$ cat config.mk
export PLATFORM = sky130hd
export DESIGN_NAME = lo_pipe_reg
export DESIGN_NICKNAME = d
export VERILOG_FILES = /design/src/rtl/lo_pipe_reg.sv
export SDC_FILE = /design/constraint.sdc
export NUM_CORES = 1
export LEC_CHECK = 0
export BUFFER_PORTS_ARGS = -buffer_cell sky130_fd_sc_hd__buf_2
export CAP_MARGIN = 20
export CORE_MARGIN = 10
export CORE_UTILIZATION = 55
export DETAILED_ROUTE_END_ITERATION = 7
export PLACE_DENSITY = 0.86
export REMOVE_ABC_BUFFERS = 1
export SKIP_CTS_REPAIR_TIMING = 1
export SLEW_MARGIN = 25
export SYNTH_ARGS = -nofsm -noshare
export SYNTH_HDL_FRONTEND = slang
export SYNTH_SLANG_ARGS = --single-unit
$ cat constraint.sdc
create_clock -name clk -period 3.5 [get_ports clk]
set_input_delay 0.35 -clock clk [delete_from_list [all_inputs] [get_ports clk]]
set_output_delay 0.35 -clock clk [all_outputs]
set_load 0.01 [all_outputs]
$ cat src/rtl/lo_pipe_reg.sv
// Elastic register chain: DEPTH valid/ready stages that collapse bubbles and
// apply backpressure per stage. Flush squashes every stage in one cycle.
module lo_pipe_reg #(
  parameter int                 WIDTH     = 32,
  parameter int                 DEPTH     = 2,
  parameter logic [WIDTH-1:0]   RESET_VAL = '0
) (
  input  logic                         clk,
  input  logic                         reset,
  input  logic                         flush,
  input  logic                         in_valid,
  output logic                         in_ready,
  input  logic [WIDTH-1:0]             in_data,
  output logic                         out_valid,
  input  logic                         out_ready,
  output logic [WIDTH-1:0]             out_data,
  output logic [$clog2(DEPTH+1)-1:0]   occupancy
);

  localparam int OCC_W = $clog2(DEPTH+1);

  logic [DEPTH-1:0] v_q;
  logic [DEPTH-1:0] v_d;
  logic [WIDTH-1:0] d_q [DEPTH];
  logic [WIDTH-1:0] d_d [DEPTH];
  logic [DEPTH-1:0] r;
  logic [DEPTH-1:0] src_v;
  logic [WIDTH-1:0] src_d [DEPTH];
  logic [OCC_W-1:0] occ_q;
  logic [OCC_W-1:0] occ_d;
  logic             push;
  logic             pop;

  // Stage i can load whenever some stage from i to the tail is empty or the
  // sink is ready; written flat so the ready path has no self-referencing chain.
  genvar gi;
  generate
    for (gi = 0; gi < DEPTH; gi++) begin : g_stage
      assign r[gi] = out_ready | ~(&v_q[DEPTH-1:gi]);

      if (gi == 0) begin : g_head
        assign src_v[gi] = push;
        assign src_d[gi] = in_data;
      end else begin : g_body
        assign src_v[gi] = v_q[gi-1];
        assign src_d[gi] = d_q[gi-1];
      end

      assign v_d[gi] = r[gi] ? src_v[gi] : v_q[gi];
      assign d_d[gi] = (r[gi] & src_v[gi]) ? src_d[gi] : d_q[gi];
    end
  endgenerate

  assign in_ready  = r[0] & ~flush;
  assign push      = in_valid & in_ready;
  assign pop       = v_q[DEPTH-1] & out_ready;
  assign out_valid = v_q[DEPTH-1];
  assign out_data  = d_q[DEPTH-1];
  assign occupancy = occ_q;

  always_comb begin
    occ_d = occ_q;
    if (push && !pop) begin
      occ_d = occ_q + OCC_W'(1);
    end else if (!push && pop) begin
      occ_d = occ_q - OCC_W'(1);
    end
  end

  // Data registers never load bubbles and keep their contents across a flush.
  always_ff @(posedge clk) begin
    if (reset) begin
      v_q   <= '0;
      occ_q <= '0;
      for (int i = 0; i < DEPTH; i++) begin
        d_q[i] <= RESET_VAL;
      end
    end else if (flush) begin
      v_q   <= '0;
      occ_q <= '0;
    end else begin
      v_q   <= v_d;
      occ_q <= occ_d;
      for (int i = 0; i < DEPTH; i++) begin
        d_q[i] <= d_d[i];
      end
    end
  end

endmodule
Word-level counts from Yosys, hierarchy flattened
Memories as Yosys holds them, arrays and structs flattened.
Index checks and enable logic that the tools add are counted.
{ "word_totals": {"register_bits": 4, "ramBits": 64, "inputBits": 37, "out_inout_bits": 36, "elab_cells": 36, "n_memories": 1} }
{ "memory_table": {"columns": ["name", "depth", "word_bits", "rd", "rd_clocked_by_memory_dff", "write_ports", "line", "source"], "rows": [
  ["d_q", 2, 32, 2, 0, 2, "24", "logic [WIDTH-1:0] d_q [DEPTH];"]
]} }
{ "op_classes": {"addsub": 2, "n_mux": 11, "bitwise": 12, "n_reduce_logical": 7} }
{ "op_table": {"columns": ["op", "n"], "rows": [
  ["$mux W32", 4],
  ["$and A1 B1 Y1", 5],
  ["$mux W1", 5],
  ["$mux W2", 2],
  ["$or A1 B1 Y1", 4],
  ["$not A1 Y1", 3],
  ["$add A2 B1 Y2 const B", 1],
  ["$logic_and A1 B1 Y1", 2],
  ["$logic_not A1 Y1", 2],
  ["$reduce_and A2 Y1", 1],
  ["$reduce_bool A2 Y1", 1],
  ["$reduce_or A2 Y1", 1],
  ["$sub A2 B1 Y2 const B", 1]
]} }

Longest topological paths before layout
{ "depth": {"word_depth": 9, "mapped_depth": 7, "ltp_nobuf": 7} }

Least setup slack after synthesis
Ideal clock, no wire load.
{ "synth_path": {"path_type": "register -> register", "from": "reg v_q[1] (netlist name)", "to": "mem d_q[0][0] (enable)", "setup_time_ns": 0.388, "arrival_time_ns": 1.509, "t_required_ns": 3.112, "path_slack_ns": 1.603, "path_stages_with_launch": 4, "n_path_buf": 0, "synth_period_minus_slack_ns": 1.897, "cell_sequence": "dfxtp_1 and3b_1 nor2_1 a21o_1"} }
{ "synth_rtl": {"columns": ["item", "line"], "rows": [
  ["end, declared", "24"]
]} }

Worst setup path in the final report
{ "layout_path": {"from": "reg v_q[1]", "to": "reg occ_q[1] (netlist: occupancy[1])"} }
{ "layout_between": {"elab_chain_cells": 8, "word_cells_on_any_way": 12, "classes_between": "mux: 1; bitwise: 5; reduce/logical: 6"} }
{ "layout_rtl": {"columns": ["item", "line", "source"], "rows": [
  ["start, declared", "22", "logic [DEPTH-1:0] v_q;"],
  ["start signal, assigned", "82", "v_q <= v_d;"],
  ["$reduce_and A2 Y1 (*)", "39", "assign r[gi] = out_ready | ~(&v_q[DEPTH-1:gi]);"],
  ["$not A1 Y1 (*)", "39", null],
  ["$or A1 B1 Y1 (*)", "39", null],
  ["$and A1 B1 Y1 (*)", "54", "assign in_ready = r[0] & ~flush;"],
  ["$and A1 B1 Y1 (*)", "55", "assign push = in_valid & in_ready;"],
  ["named net push", "31", "logic push;"],
  ["$logic_not A1 Y1", "65", "end else if (!push && pop) begin"],
  ["$logic_and A1 B1 Y1", "65", null],
  ["$reduce_bool A2 Y1 (no line)", null, null],
  ["end signal, assigned", "74", "occ_q <= '0;"],
  ["end signal, assigned", "80", "occ_q <= '0;"],
  ["end signal, assigned", "83", "occ_q <= occ_d;"],
  ["end, declared", "29", "logic [OCC_W-1:0] occ_q;"]
]} }
Mark *: on every way through the listed nets, which the timed path passes. The rest lies on a longest branch.
A chain may end at the register's enable or synchronous reset.

==> results.txt <==
The run finished with clean final reports. For this run, the top clock speed supported by timing is slightly below 600 MHz. The first-pass iteration count of the detailed router came out at 4. The total number of clock tree sinks came out at 68.

TritonCTS built the clock tree. The worst-skew pair later-pin latency is about 330 ps. For the worst setup path, the data required time is approximately 3800 ps. In this run, CTS created clock tree buffers numbering 9. Global routing consumed, over all layers together, a little under an eighth of the routing resources. After technology mapping, the gate count stands at 158. The maximum root-to-sink buffer count came out at 2.

The HPWL after detailed placement is between 3 and 4 mm. The synthesized design contains 64 enable-type register cells. The part of the power in the clock network came out at between 30% and 40%. In this run the cell area of the synthesized design comes to approximately 0.0026 mm². The routed design could run at a clock period as short as around 1700 ps. The number of antenna violations at the first check in global routing came out at 0. Power spread over the standard cell area amounts to ~500 mW/mm². After layout, the worst path uses between 40% and 50% of the clock period. The H-tree depth reported by CTS is 3. The max-capacitance violation count is 0. The number of top-level design ports is 73. Setup repair after global routing left no endpoint under its margin.

The number of pins exceeding their max-slew limit in the final report came out at 0. The hold violation total from the final report is 0. The number of global-route vias before repair is approximately 1,400.

After synthesis, the most frequently instantiated cells are 65 x sky130_fd_sc_hd__and2_1, 64 x sky130_fd_sc_hd__edfxtp_1, 4 x sky130_fd_sc_hd__dfxtp_1. The critical path starts at v_q[1]. The total global routing overflow came out at 0. The first-pass GRT wire length is ~6.7 mm. The post-detailed-route via-to-cell ratio is 4.77. After detailed routing, the average wire length per cell comes to between 10 and 15 µm.

The smallest setup slack after layout came out at approximately 1800 ps. The path category of the worst min-delay check is in -> reg. In this run switching power makes up between 20% and 30% of total power. By instance count, the leading cell after synthesis is sky130_fd_sc_hd__and2_1. The distinct cell type count of the synthesized netlist is 22. The critical path is of the reg -> reg type. sky130_fd_sc_hd__edfxtp_1 takes more of the synthesized area than any other cell. The floorplan step set the die height to between 80 and 90 µm. In the synthesized netlist the dominant register cell turns out to be sky130_fd_sc_hd__edfxtp_1. The worst setup slack before clock tree synthesis came out at around 1700 ps.

The number of nets in the layout is 274. The biggest fanout along the worst timing path is 4. The share of total power in combinational logic came out at roughly 7.3%. The number of I/O port buffers is 72.

Clock tree synthesis selected as its root buffer the cell sky130_fd_sc_hd__clkbuf_8. The area share of the leading cell type in the synthesized netlist came out at about 75%. The proportion of layout cells with a drive suffix above 1 is roughly a third.

The arrival time reported for the critical path endpoint came out at approximately 1900 ps. The total detailed-routing wirelength is around 4.4 mm. The worst hold path begins at flush. The floorplan has 24 rows. 0 antenna diodes ended up in the layout.

After synthesis, the cell types taking the most area are sky130_fd_sc_hd__edfxtp_1 75%, sky130_fd_sc_hd__and2_1 16%, sky130_fd_sc_hd__dfxtp_1 3.1%. The static leakage came out at about 0.0013 µW. The via count of the routed design came out at 1,397.

The pin count of the biggest net entering global routing came out at 68. The worst-case IR drop observed on VDD is ~0.28 mV. The Yosys step of the flow raised 0 warnings. The async set or reset register ratio after synthesis is 0%. The placer's final routability congestion estimate is ~0.72.

For the pin with the worst max-slew slack, the measured transition is approximately 790 ps. The width of the chip is just under 90 µm. The worst flop-to-flop path startpoint is v_q[1]. The switching power total came out at between 300 and 400 µW. The remaining design rule violation count is 0. The sequential share of the synthesized area came out at roughly 80%. The first routing iteration left 59 violations. STA classifies the critical path endpoint as a flip-flop. The initial core utilization is 57.8%. The floorplan die area came out at 0.00780 mm². The worst setup path is launched from a flip-flop. The internal portion of the total power is roughly 1300 µW. The core region area came out at ~0.0044 mm². The final setup TNS is 0 ps. The number of synthesized register bits came out at 68. The max-slew headroom at the worst pin is 47.0%. The remaining antenna violation count came out at 0. Sequential cells burn about three fifths of the power. The maximum clock skew at final layout is between 10 and 15 ps. The layout-stage area growth over the synthesis result came out at 22.5%. The mean instance size in the synthesized netlist came out at 16.2 µm². After clock tree synthesis, the clock-pin slew on the worst setup and hold paths is approximately 70 ps. The count of endpoints failing setup in the final report is 0.
## power groups by stage
| stage | Sequential (µW) | Clock, µW | Combinational (µW) |
|---|---|---|---|
| finish | 954 | 513 | 115 |
| global route | 959 | 560 | 128 |
| CTS | 955 | 522 | 114 |
| detailed placement | 972 | 0 | 114 |
| global placement | 970 | 0 | 111 |
| floorplan | 985 | 0 | 41.3 |
## worst max-delay path, stage by stage (launching register included)
cell and delay (ps):
sky130_fd_sc_hd__dfxtp_1 370, sky130_fd_sc_hd__and3b_1 200, sky130_fd_sc_hd__nor2_1 70, sky130_fd_sc_hd__and2_1 160, sky130_fd_sc_hd__ha_1 330, sky130_fd_sc_hd__or3_1 350, sky130_fd_sc_hd__a21boi_1 140
## metal layers
layer / vias to the layer above / wire length (µm) / GRT usage (%)
li1: 702 / - / -
met1: 644 / 1650 / 11.1
met2: 43 / 2360 / 20.8
met3: 8 / 273 / 3.31
met4: 0 / 113 / 8.37
met5: - / 0 / 0
## registers in the layout, summed over array words and instances (netlist names)
signal     count
d_q           64
occupancy      2
v_q            2
## kinds of logic (layout without fill, tap and decap cells)
group	after synthesis	in the layout	synth area share, %
and+or+nand+nor	72	72	17.4
DFF	68	68	78.0
buffers and inverters	9	92	1.75
AOI/OAI and AO/OA	6	6	1.71
xor gates and xnor gates	2	2	0.682
adders and majority gates	1	1	0.487
## layout make-up
cell class | instances | area (µm²)
Inverter | 2 | 7.51
Fill cell | 333 | 1300
Sequential cell | 68 | 2000
Clock buffer | 15 | 146
Tap cell | 52 | 65.1
Clock inverter | 1 | 3.75
Timing Repair Buffer | 74 | 395
Multi-Input combinational cell | 81 | 526
## metrics by stage
step | utilization, % | power [µW] | hold slack (ps) | instances | instance area, µm²
floorplan | - | 1030 | 427 | 151 | 2530
detailed placement | 66.8 | 1090 | 483 | 276 | 2970
global placement | 66.8 | 1080 | 467 | 276 | 2970
global route | 70.8 | 1650 | 257 | 293 | 3150
finish | 70.8 | 1580 | 272 | 293 | 3150
CTS | 70.2 | 1590 | 255 | 292 | 3120
## worst paths after layout
path	cells past startpoint	to	slack, ps
max	6	occupancy[1]	1820
max reg2reg	6	occupancy[1]	1820
min reg2reg	2	v_q[1]	490
min	2	occupancy[0]	270
## placed cells by master (no fill, tap or decap), drive strengths merged
cell and count:
nand2b 1, a31o 1, o21a 1, and3b 1, clkbuf 15, o21ai 1
and2 65, edfxtp 64, or3 1, clkinv 1, xor2 2, nor3 1
inv 2, nor2 2, a21boi 2, nand2 1, dfxtp 4, a21o 1
ha 1, buf 74
No activity file was read; power rests on OpenSTA's default activity.
